**src/rtl/serial_adder_if.sv**
```systemverilog
// Request/response bundle for serial_adder: operands and mode in, status and result out.
interface serial_adder_if #(
  parameter int WIDTH = 8
);
  logic             start;
  logic             sub;
  logic [WIDTH-1:0] a;
  logic [WIDTH-1:0] b;
  logic             cin;
  logic             busy;
  logic             done;
  logic [WIDTH-1:0] sum;
  logic             cout;
  logic             ovf;

  modport master (
    output start, sub, a, b, cin,
    input  busy, done, sum, cout, ovf
  );

  modport slave (
    input  start, sub, a, b, cin,
    output busy, done, sum, cout, ovf
  );
endinterface

```
**src/rtl/serial_adder.sv**
```systemverilog
// Bit-serial adder/subtractor: one full-adder slice, LSB-first, WIDTH cycles per operation.
module serial_adder #(
  parameter int WIDTH = 8
) (
  input  logic               clk,
  input  logic               rst,
  serial_adder_if.slave      bus
);
  localparam int CW = $clog2(WIDTH + 1);

  localparam logic [1:0] ST_IDLE = 2'd0;
  localparam logic [1:0] ST_RUN  = 2'd1;
  localparam logic [1:0] ST_DONE = 2'd2;

  logic [1:0]       state_q, state_d;
  logic [WIDTH-1:0] a_q, a_d;
  logic [WIDTH-1:0] b_q, b_d;
  logic             carry_q, carry_d;
  logic [CW-1:0]    cnt_q, cnt_d;
  logic [WIDTH-1:0] res_q, res_d;
  logic [WIDTH-1:0] sum_q, sum_d;
  logic             cout_q, cout_d;
  logic             ovf_q, ovf_d;

  logic             bit_s;
  logic             carry_n;
  logic [WIDTH-1:0] res_shift;
  logic             last_bit;

  always_comb begin
    bit_s     = a_q[0] ^ b_q[0] ^ carry_q;
    carry_n   = (a_q[0] & b_q[0]) | (a_q[0] & carry_q) | (b_q[0] & carry_q);
    // Shift-then-insert form keeps WIDTH=1 legal (no [WIDTH-1:1] slice).
    res_shift = res_q >> 1;
    res_shift[WIDTH-1] = bit_s;
    last_bit  = (cnt_q == CW'(WIDTH - 1));
  end

  always_comb begin
    state_d = state_q;
    a_d     = a_q;
    b_d     = b_q;
    carry_d = carry_q;
    cnt_d   = cnt_q;
    res_d   = res_q;
    sum_d   = sum_q;
    cout_d  = cout_q;
    ovf_d   = ovf_q;
    case (state_q)
      ST_IDLE: begin
        if (bus.start) begin
          a_d     = bus.a;
          b_d     = bus.b ^ {WIDTH{bus.sub}};
          carry_d = bus.sub ? 1'b1 : bus.cin;
          cnt_d   = '0;
          state_d = ST_RUN;
        end
      end
      ST_RUN: begin
        a_d     = a_q >> 1;
        b_d     = b_q >> 1;
        carry_d = carry_n;
        res_d   = res_shift;
        cnt_d   = cnt_q + CW'(1);
        if (last_bit) begin
          // Overflow uses the carry into and out of the MSB slice on this final bit.
          sum_d   = res_shift;
          cout_d  = carry_n;
          ovf_d   = carry_q ^ carry_n;
          state_d = ST_DONE;
        end
      end
      ST_DONE: state_d = ST_IDLE;
      default: state_d = ST_IDLE;
    endcase
  end

  always_ff @(posedge clk or posedge rst) begin
    if (rst) begin
      state_q <= ST_IDLE;
      a_q     <= '0;
      b_q     <= '0;
      carry_q <= 1'b0;
      cnt_q   <= '0;
      res_q   <= '0;
      sum_q   <= '0;
      cout_q  <= 1'b0;
      ovf_q   <= 1'b0;
    end else begin
      state_q <= state_d;
      a_q     <= a_d;
      b_q     <= b_d;
      carry_q <= carry_d;
      cnt_q   <= cnt_d;
      res_q   <= res_d;
      sum_q   <= sum_d;
      cout_q  <= cout_d;
      ovf_q   <= ovf_d;
    end
  end

  assign bus.busy = (state_q == ST_RUN);
  assign bus.done = (state_q == ST_DONE);
  assign bus.sum  = sum_q;
  assign bus.cout = cout_q;
  assign bus.ovf  = ovf_q;
endmodule

```
**src/flat_wrapper.sv**
```systemverilog
// flat-port wrapper written by rule: the top's interface ports become plain ports
module serial_adder_flat 
#(
  parameter int WIDTH = 8
)
  (clk, rst, bus_start, bus_sub, bus_a, bus_b, bus_cin, bus_busy, bus_done, bus_sum, bus_cout, bus_ovf);
  serial_adder_if #(.WIDTH(WIDTH)) bus_i ();
  input  logic clk;
  input  logic rst;
  input wire logic [$bits(bus_i.start)-1:0] bus_start;
  input wire logic [$bits(bus_i.sub)-1:0] bus_sub;
  input wire logic [$bits(bus_i.a)-1:0] bus_a;
  input wire logic [$bits(bus_i.b)-1:0] bus_b;
  input wire logic [$bits(bus_i.cin)-1:0] bus_cin;
  output wire logic [$bits(bus_i.busy)-1:0] bus_busy;
  output wire logic [$bits(bus_i.done)-1:0] bus_done;
  output wire logic [$bits(bus_i.sum)-1:0] bus_sum;
  output wire logic [$bits(bus_i.cout)-1:0] bus_cout;
  output wire logic [$bits(bus_i.ovf)-1:0] bus_ovf;
  assign bus_i.start = bus_start;
  assign bus_i.sub = bus_sub;
  assign bus_i.a = bus_a;
  assign bus_i.b = bus_b;
  assign bus_i.cin = bus_cin;
  assign bus_busy = bus_i.busy;
  assign bus_done = bus_i.done;
  assign bus_sum = bus_i.sum;
  assign bus_cout = bus_i.cout;
  assign bus_ovf = bus_i.ovf;
  serial_adder #(.WIDTH(WIDTH)) u_core (.clk(clk), .rst(rst), .bus(bus_i));
endmodule
```
**config.mk**
```make
export PLATFORM = sky130hd
export DESIGN_NAME = serial_adder_flat
export DESIGN_NICKNAME = d
export VERILOG_FILES = /design/src/rtl/serial_adder_if.sv /design/src/rtl/serial_adder.sv /design/src/flat_wrapper.sv
export SDC_FILE = /design/constraint.sdc
export NUM_CORES = 1
export LEC_CHECK = 0
export BUFFER_PORTS_ARGS = -buffer_cell sky130_fd_sc_hd__buf_2
export CAP_MARGIN = 20
export CORE_ASPECT_RATIO = 0.9
export CORE_MARGIN = 4
export CORE_UTILIZATION = 30
export CTS_CLUSTER_DIAMETER = 150
export CTS_CLUSTER_SIZE = 24
export DETAILED_ROUTE_END_ITERATION = 6
export SLEW_MARGIN = 25
export SYNTH_ARGS = -nofsm -noshare
export SYNTH_HDL_FRONTEND = slang
export SYNTH_SLANG_ARGS = --single-unit
```
**constraint.sdc**
```tcl
create_clock -name clk -period 1.75 [get_ports clk]
set_input_delay 0.0875 -clock clk [delete_from_list [all_inputs] [get_ports clk]]
set_output_delay 0.0875 -clock clk [all_outputs]
set_load 0.05 [all_outputs]
```
# == Word-level counts from Yosys, hierarchy flattened ==
# Index checks and enable logic that the tools add are counted.
# totals
reg_bits,41
latchBits,0
ramBits,0
romBits,0
in_bits,21
out_inout_bits,12
word_cells,41
n_memories,0
# classes
n_addsub,1
n_mul,0
n_div,0
order_cmp,0
n_eq_ne,5
n_shift,0
n_mux,12
n_bitwise,9
n_reduce_logical,5
# op_table
operator,n
one-hot mux 8 bit (2 select lines),2
2-to-1 mux 8 bit,2
one-hot mux 4 bit (2 select lines),1
XOR 8 bit,1
AND reduction 2 bit,3
adder 4 x 1 -> 4 bit (second input constant),1
equality test 4 x 3 -> 1 bit (second input constant),1
2-to-1 mux 2 bit,2
2-to-1 mux 4 bit,1
one-hot mux 2 bit (2 select lines),1
bitwise AND 1 bit,3
XOR 1 bit,3
equality test 2 x 1 -> 1 bit (second input constant),1
equality test 2 bit (second input constant),1
zero test 2 bit,1
2-to-1 mux 1 bit,2
inequality test 2 x 1 -> 1 bit (second input constant),1
inequality test 2 bit (second input constant),1
OR 1 bit,2
one-hot mux 1 bit (2 select lines),1
nonzero test 2 bit,1

# == Logic depth before layout (Yosys ltp) ==
# Gate-level depths: netlist (run 1).
# logic_depth
depth_word,4
mapped_depth,5
mapped_depth_nobuf,4

# == Worst setup path before layout (run 1) ==
# OpenSTA, ideal clock, no wires.
# synth_path
path_kind,register -> register
startpoint,register u_core.state_q[0]
endpoint,register u_core.cnt_q[1]
setup_ps,123
arrival_time_ps,1440
required_ps,1627
path_slack_ps,186
stages_incl_launch_ff,5
n_path_buf,1
synth_period_minus_slack_ps,1564
path_cell_list,dfrtp_1 nand2b_1 buf_4 clkinv_1 a22o_1
# synth_between
elab_chain_cells,3
word_cells_on_any_way,6
classes_between,eq/ne (2); mux (1); reduce/logical (3)
# synth_rtl
item,line,rtl
start: declaration,serial_adder.sv:15,"logic [1:0] state_q, state_d;"
start signal: assignment,serial_adder.sv:90,state_q <= state_d;
equality test 2 x 1 -> 1 bit (*),--,
named net bus_busy,flat_wrapper.sv:15,output wire logic [$bits(bus_i.busy)-1:0] bus_busy;
nonzero test 2 bit (no line),--,
AND reduction 2 bit (no line),--,
end signal: assignment,serial_adder.sv:94,cnt_q <= cnt_d;
end: declaration,serial_adder.sv:19,"logic [CW-1:0] cnt_q, cnt_d;"
# The timed path passes the listed nets; every way through them passes the cells marked *.
# A chain may end at the register's enable or synchronous reset.

# == Final worst setup path (run 1) ==
# layout_path
startpoint,register u_core.state_q[0]
endpoint,output bus_busy
# layout_between
elab_chain_cells,1
# layout_rtl
item,line,rtl
equality test 2 x 1 -> 1 bit,serial_adder.sv:102,assign bus.busy = (state_q == ST_RUN);
end: declaration,flat_wrapper.sv:15,
# No other way between the ends.

==> results of run 1 <==
[cell usage after synthesis]
cell	n
a21oi_1	1
a22o_1	3
a22oi_1	9
a31oi_1	1
a32oi_1	7
and2_1	1
buf_2	3
buf_4	2
clkbuf_1	4
clkinv_1	2
dfrtp_1	40
fa_1	1
ha_1	1
inv_1	1
mux2_2	11
nand2_1	46
nand2b_1	1
nand3_1	1
nor2_1	3
nor2b_1	2
nor3_2	1
nor3b_2	1
o21ai_0	10
o21bai_1	1
o31ai_1	1
or2_2	1
xor2_1	9
[flip-flops by register name, indices dropped and copies added (netlist names)]
name             cells
u_core.a_q           8
u_core.b_q           8
u_core.bus.cout      1
u_core.bus.ovf       1
u_core.bus.sum       8
u_core.carry_q       1
u_core.cnt_q         4
u_core.res_q         7
u_core.state_q       2
[final cells by class]
class,count,area share
Inverter,3,0.00525
Clock buffer,7,0.0450
Timing Repair Buffer,42,0.111
Multi-Input combinational cell,112,0.331
Sequential cell,40,0.467
Tap cell,70,0.0409
[through the flow]
| stage | total power, mW | cell area (um2) | utilization |
|---|---|---|---|
| after floorplan | 2.83 | 1770 | - |
| after global placement | 3.27 | 2040 | 0.358 |
| after detailed placement | 3.30 | 2040 | 0.358 |
| after CTS | 3.96 | 2140 | 0.376 |
| after global routing | 4.25 | 2140 | 0.376 |
| final | 3.91 | 2140 | 0.376 |
[power groups by stage]
stage,Clock [mW],Combinational [mW],Sequential [mW]
2_1_floorplan,0,0.953,1.87
3_3_place_gp,0,1.71,1.56
3_5_place_dp,0,1.74,1.57
4_1_cts,0.670,1.74,1.55
5_1_grt,0.716,1.92,1.61
6_report,0.654,1.71,1.55
[worst reg2reg max path, stage by stage (launching register included)]
cell and delay, ps:
dfrtp_1 390, ha_1 180, nand2_1 80, nor3_2 210, buf_4 210, mux2_2 350
[metal layers]
layer	track usage	vias to the layer above	part of all wire
met3	0.0426	2	0.068
met5	0	-	0
met1	0.172	633	0.49
met2	0.153	46	0.44
li1	-	643	-
met4	0.0272	0	0.0052
[logic make-up (layout without fill, tap and decap cells)]
logic type      after synthesis  after routing  synth area share
simple gates                 57             57             0.137
flops                        40             40             0.567
compound gates               33             33             0.131
buf+inv                      12             52            0.0319
mux                          11             11            0.0701
xor+xnor                      9              9            0.0446
fa+ha+maj                     2              2            0.0184
[worst max-delay path by stage]
stage                                  from                 to  cells past startpoint
after floorplan           u_core.state_q[0]    u_core.cnt_q[1]                      4
final                     u_core.state_q[0]           bus_busy                      4
after global routing      u_core.state_q[1]           bus_done                      4
after detailed placement    u_core.cnt_q[0]  u_core.bus.sum[2]                      5
after CTS                 u_core.state_q[0]           bus_busy                      4
after global placement      u_core.cnt_q[0]  u_core.bus.sum[4]                      5
==> metrics.md, run 1 <==
| Metric | Value |
|---|---|
| Run status | `completed` |
| DR pass1 iterations | `4` |
| Crit Path Category | `reg2out` |
| Reg power frac | `0.396` |
| Ant diodes | `0` |
| Worst-path fanout max | `10` |
| Most frequent cells in the layout | `46 x nand2_1, 40 x dfrtp_1, 32 x buf_2, 11 x mux2_2, 10 x o21ai_0` |
| Net Sw Frac | `0.419` |
| Routed Antenna Nets | `0` |
| Hold Crit Depth | `3` |
| Combinational share of power | `0.437` |
| Initial antenna violation count | `0` |
| Synth Instances | `164` |
| Data arrival time of the worst path | `1510 ps` |
| Hold Crit Class | `in2reg` |
| Initial Utilization | `0.310` |
| Leak | `~1.1 nW` |
| Die width | `88.9 um` |
| Area delta synth->final | `21.3%` |
| Clock Sinks | `40` |
| WL final | `3630 um` |
| DP HPWL | `2560 um` |
| Max Clk Rate | `around 630 MHz` |
| Largest cells by area after synthesis | `dfrtp_1 57%, nand2_1 9.8%, mux2_2 7.0%` |
| TritonCTS clock tree | `yes` |
| Final nets | `227` |
| Slowest stage cell, crit path | `dfrtp_1` |
| FF+latch area | `1000 um2` |
| Final setup fails | `0` |
| Slew Limit Fails | `0` |
| Total die area | `between 7000 and 8000 um2` |
| Finished Layout Cells | `274` |
| Clock H-tree levels | `2` |
| Final worst path period need | `1600 ps` |
| GRT Resource Usage Total | `0.114` |
| DR WL/cell | `between 10 and 15 um` |
| Mapped Area | `about 1800 um2` |
| Synth area leader | `dfrtp_1` |
| Cell row count | `26` |
| Dpl cells | `around 270` |
| Cts hold-fix bufs | `1` |
| Final hold slack | `between 90 and 100 ps` |
| Final Hold Viols | `0` |
| Pin count of the biggest net entering global routing | `a little over 40` |
| Vias in the first global route | `1291` |
| Residual DRC count | `0` |
| Crit-path max cell delay | `around 380 ps` |
| Slew @ Worst Pin | `495 ps` |
| PwrDens | `1830 nW/um2` |
| Maximum vdd drop | `654 uV` |
| Sw power | `1.64 mW` |
| Hold Crit Endpoint | `u_core.a_q[5]` |
| Slew headroom | `0.669` |
| Cell Chain, Critical Path | `nand2b_1 -> buf_4 -> clkinv_1 -> buf_2` |
| Syn avg cell area | `10.8 um2` |
| Routability congestion estimate | `0.719` |
| Clock Skew | `7.39 ps` |
| Post-cts gate resize count | `0` |
| Nature of the critical path endpoint | `primary output` |
| Unrepaired setup endpoints after global routing | `false` |
| Chip Height | `80.8 um` |
| Final worst-path cycle share | `0.913` |
| Clk_lat worst skew | `290 ps` |
| IO Count | `33` |
| Worst setup SP type | `flop` |
| Root Buffer Master | `clkbuf_8` |
| Clock share of power | `0.167` |
| Layout cell share with drive strength beyond 1 | `0.304` |
| Port Buf Inserts | `32` |
| Area share of the largest cell type after synthesis | `0.567` |
| Ys Warns | `0` |
| Post CTS Setup Buffer Count | `0` |
| Setup_tns | `0 ps` |
| Worst Path Required | `1660 ps` |
| Hold_sp | `bus_a[5]` |
| Clk slew on worst S/H paths | `80 ps` |
| PnR worst setup slack | `153 ps` |
| First DRT Iteration DRCs | `94` |
| Delay-heaviest family, CP | `buffers and inverters` |
| FILL cells | `562` |
| GRT overflow | `0` |
| Area of the multi-input gates | `roughly 700 um2` |
| Vias | `1324` |
| CTS Buf Count | `5` |
| Worst slack, placed | `231 ps` |
| Worst R2R Path Depth | `5` |
| Global-route wire length before repair | `6290 um` |
| Commonest non-fill, non-tap cell in the layout | `nand2_1` |
| Number of distinct library cells after synthesis | `27` |
| Core outline area | `5690 um2` |
| Via density | `slightly below 5` |
| R2r endpoint | `u_core.bus.sum[6]` |
| Register area share after synthesis | `0.567` |
| RR Startpoint | `u_core.cnt_q[0]` |
| Pint | `2.28 mW` |
| Synthesized net count | `187` |
| Buf/Inv on CP | `3` |
| Reg2reg setup slack | `220 ps` |
| Seq cells post-synth | `40` |
| Clock Tree Buf Depth | `2` |
| Max_cap viols | `0` |
No activity file was read; power rests on OpenSTA's default activity.
==> inputs of run 2 (changes only) <==
- RECOVER_POWER: unset -> 25
==> metrics.md, run 2 (synthesis results as in run 1) <==
| Metric | Value |
|---|---|
| Layout cell share with drive strength beyond 1 | `0.304` |
| Worst slack, placed | `roughly 230 ps` |
| Most frequent cells in the layout | `46 x nand2_1, 40 x dfrtp_1, 32 x buf_2, 11 x mux2_2, 10 x o21ai_0` |
| DR pass1 iterations | `4` |
| Worst setup SP type | `flop` |
| Clk slew on worst S/H paths | `80 ps` |
| Hold Crit Class | `in2reg` |
| Routability congestion estimate | `roughly 0.72` |
| IO Count | `33` |
| Clk_lat worst skew | `290 ps` |
| WL final | `3610 um` |
| Cell row count | `26` |
| Power Total | `3.91 mW` |
| Post CTS Setup Buffer Count | `0` |
| Final Hold Viols | `0` |
| Hold Crit Depth | `3` |
| TritonCTS clock tree | `yes` |
| DR WL/cell | `13.2 um` |
| Final Cell Area | `2140 um2` |
| Setup_tns | `0 ps` |
| Clock Skew | `7.79 ps` |
| Routed Antenna Nets | `0` |
| CTS Buf Count | `5` |
| Pin count of the biggest net entering global routing | `41` |
| Final hold slack | `roughly 91 ps` |
| Area delta synth->final | `21.2%` |
| GRT Resource Usage Total | `0.114` |
| Clock Sinks | `40` |
| FF+latch area | `1000 um2` |
| Chip Height | `slightly above 80 um` |
| PwrDens | `1820 nW/um2` |
| Worst-path fanout max | `10` |
| Leak | `1.06 nW` |
| GRT overflow | `0` |
| Crit Path Category | `reg2out` |
| Initial Utilization | `0.310` |
| Residual DRC count | `0` |
| Final worst-path cycle share | `0.912` |
| Port Buf Inserts | `32` |
| Run status | `completed` |
| DP HPWL | `2560 um` |
| Data arrival time of the worst path | `1510 ps` |
| Total die area | `7180 um2` |
| Final setup fails | `0` |
| Slew Limit Fails | `0` |
| Worst R2R Path Depth | `5` |
| Core outline area | `around 5700 um2` |
| Post-cts gate resize count | `0` |
| Placed inst area | `roughly 2000 um2` |
| Initial antenna violation count | `0` |
| Area of the multi-input gates | `709 um2` |
| Slew @ Worst Pin | `957 ps` |
| Slew headroom | `0.362` |
| Global-route wire length before repair | `6290 um` |
| Root Buffer Master | `clkbuf_8` |
| Maximum vdd drop | `650 uV` |
| Ant diodes | `0` |
| Vias in the first global route | `1291` |
| Unrepaired setup endpoints after global routing | `false` |
| PnR worst setup slack | `around 150 ps` |
| Die width | `88.9 um` |
| First DRT Iteration DRCs | `85` |
| Commonest non-fill, non-tap cell in the layout | `nand2_1` |
| Nature of the critical path endpoint | `primary output` |
| FILL cells | `563` |
| Final worst path period need | `~1600 ps` |
| Clock Tree Buf Depth | `2` |
| Final nets | `227` |
| Max Clk Rate | `roughly 630 MHz` |
| Worst Path Required | `1660 ps` |
| Max_cap viols | `0` |
| Vias | `1314` |
| Clock H-tree levels | `2` |
| Via density | `4.80` |
==> run 2: cell types whose count changed in the layout (fill, tap and decap cells not counted) <==
cell and delta:
buf_4 -1, clkbuf_2 +1
==> run 2: report_power, final <==
part	internal (mW)	total, mW	switching [mW]
registers	1.31	1.55	0.239
clock network	0.351	0.654	0.303
logic	0.611	1.70	1.09
==> run 2: layout make-up <==
type,count,area share
flip-flops and latches,40,0.468
inverters,3,0.00526
repair buffers,42,0.110
clock buffers,7,0.0450
well taps,70,0.0409
multi-input cells,112,0.331
==> run 2: layer usage <==
layer	global-route usage	up-vias	wire length, um
li1	-	643	-
met1	0.172	633	1770
met2	0.153	36	1580
met3	0.0426	2	237
met4	0.0272	0	19
met5	0	-	0
==> run 2: critical path, stage by stage (launching register included) <==
cell      delay [ps]
dfrtp_1          380
nand2b_1         110
buf_4            180
clkinv_1         240
buf_2            300
==> run 2: path summary, 6_finish.rpt <==
path	startpoint	endpoint	slack, ps
max	u_core.state_q[0]	bus_busy	150
min	bus_a[5]	u_core.a_q[5]	90
max reg2reg	u_core.cnt_q[0]	u_core.bus.sum[6]	220
min reg2reg	u_core.res_q[1]	u_core.res_q[1]	470
max in group asynchronous	rst	u_core.res_q[2]	520
min in group asynchronous	rst	u_core.cnt_q[2]	650
==> run 2: what timing repair did <==
action,CTS,global route
endpoints found under the hold margin,40,0
hold buffers,1,0
setup endpoints to repair,0,0
==> run 2: through the flow <==
stage / std cells / utilization
final: 274 / 0.376
after global routing: 274 / 0.376
after CTS: 274 / 0.376
after detailed placement: 266 / 0.358
after global placement: 266 / 0.358
after floorplan: 164 / -
==> inputs of run 3 (changes only) <==
==> constraint.sdc (replaced) <==
create_clock -name clk -period 1.75 [get_ports clk]
set_input_delay 0.2625 -clock clk [delete_from_list [all_inputs] [get_ports clk]]
set_output_delay 0.2625 -clock clk [all_outputs]
set_load 0.05 [all_outputs]
==> metrics.md, run 3 (synthesis results as in run 1) <==
| Metric | Value |
|---|---|
| Critical Path End | `bus_done` |
| Worst-path fanout max | `13` |
| Commonest non-fill, non-tap cell in the layout | `nand2_1` |
| Clk slew on worst S/H paths | `70 ps` |
| Clock H-tree levels | `2` |
| Area of the multi-input gates | `709 um2` |
| Initial antenna violation count | `0` |
| Cell row count | `26` |
| CP Launch Point | `u_core.state_q[1]` |
| Final nets | `230` |
| WL final | `3670 um` |
| Run status | `completed` |
| Slew @ Worst Pin | `around 990 ps` |
| Clock Sinks | `40` |
| Crit Path Category | `reg2out` |
| Most frequent cells in the layout | `46 x nand2_1, 39 x dfrtp_1, 32 x buf_2, 12 x buf_4, 11 x mux2_2` |
| Worst R2R Path Depth | `5` |
| Slew headroom | `0.339` |
| Port Buf Inserts | `32` |
| Die width | `roughly 90 um` |
| GRT overflow | `0` |
| Worst setup SP type | `flop` |
| Final worst-path cycle share | `0.914` |
| Clock Skew | `7.91 ps` |
| Core outline area | `around 5700 um2` |
| Pin count of the biggest net entering global routing | `41` |
| Unrepaired setup endpoints after global routing | `false` |
| TritonCTS clock tree | `yes` |
| Reg2reg setup slack | `250 ps` |
| IO Count | `33` |
| Root Buffer Master | `clkbuf_8` |
| FILL cells | `560` |
| DP HPWL | `2530 um` |
| Via density | `4.71` |
| Routed Antenna Nets | `0` |
| DR pass1 iterations | `4` |
| Final hold slack | `267 ps` |
| Max_cap viols | `0` |
| Final worst path period need | `1600 ps` |
| Area delta synth->final | `22.0%` |
| Clk_lat worst skew | `290 ps` |
| Chip Height | `approximately 80 um` |
| Routability congestion estimate | `0.725` |
| Vias in the first global route | `~1300` |
| Layout cell share with drive strength beyond 1 | `0.317` |
| FF+latch area | `approximately 1000 um2` |
| Data arrival time of the worst path | `1340 ps` |
| Ant diodes | `0` |
| Clock Tree Buf Depth | `2` |
| Residual DRC count | `0` |
| Total die area | `7180 um2` |
| Global-route wire length before repair | `6110 um` |
| Maximum vdd drop | `slightly below 700 uV` |
| R2r endpoint | `u_core.bus.sum[4]` |
| Slew Limit Fails | `0` |
| Leak | `approximately 1.1 nW` |
| Worst slack, placed | `248 ps` |
| Setup_tns | `0 ps` |
| PnR worst setup slack | `about 150 ps` |
| Hold Crit Class | `in2async` |
| CTS Buf Count | `5` |
| Final Hold Viols | `0` |
| DR WL/cell | `13.2 um` |
| Final setup fails | `0` |
| Worst Path Required | `1490 ps` |
| Initial Utilization | `0.310` |
| RR Startpoint | `u_core.cnt_q[0]` |
| Nature of the critical path endpoint | `primary output` |
| Max Clk Rate | `625 MHz` |
| GRT Resource Usage Total | `0.112` |
| First DRT Iteration DRCs | `between 50 and 60` |
| PwrDens | `1830 nW/um2` |
| Vias | `1310` |
==> run 3: per-layer routing <==
metal | track usage | wire length, um | vias up
li1 | - | - | 646
met4 | 0.0498 | 31 | 0
met5 | 0 | 0 | -
met2 | 0.158 | 1620 | 33
met3 | 0.0335 | 178 | 4
met1 | 0.158 | 1840 | 627
==> run 3: what timing repair did <==
action | in CTS | in global routing
endpoints found under the setup margin | 1 | 1
gates resized for setup | 1 | 0
hold buffers | 0 | 0
setup buffers | 0 | 1
==> run 3: per-stage QoR <==
| stage | total power, mW | area, um2 | instances | utilization |
|---|---|---|---|---|
| after global routing | 4.24 | 2160 | 278 | 0.379 |
| after detailed placement | 3.34 | 2060 | 269 | 0.362 |
| after global placement | 3.30 | 2060 | 269 | 0.362 |
| final | 3.95 | 2160 | 278 | 0.379 |
| after floorplan | 2.83 | 1770 | 164 | - |
| after CTS | 3.98 | 2150 | 277 | 0.378 |
==> run 3: critical path, stage by stage, from the launching register on <==
cell,delay [ps]
dfrtp_1,350
buf_4,200
clkinv_1,100
nor2_1,120
buf_2,280
==> run 3: power breakdown <==
group          internal (mW)  switching [mW]  total, mW
clock                  0.322           0.307      0.628
combinational          0.665            1.09       1.75
sequential              1.31           0.251       1.56
total                   2.30            1.65       3.95
==> run 3: worst min path at each step <==
stage,startpoint,endpoint,cells past startpoint
floorplan,u_core.res_q[1],u_core.res_q[1],2
global placement,rst,u_core.res_q[6],3
detailed placement,rst,u_core.bus.sum[5],3
CTS,rst,u_core.a_q[0],3
global route,bus_a[5],u_core.a_q[5],3
finish,rst,u_core.bus.sum[3],3
==> run 3: layout make-up <==
class,instances,share of cell area
Clock buffer,8,0.0418
Inverter,3,0.00522
Multi-Input combinational cell,112,0.329
Sequential cell,40,0.465
Tap cell,70,0.0406
Timing Repair Buffer,45,0.118
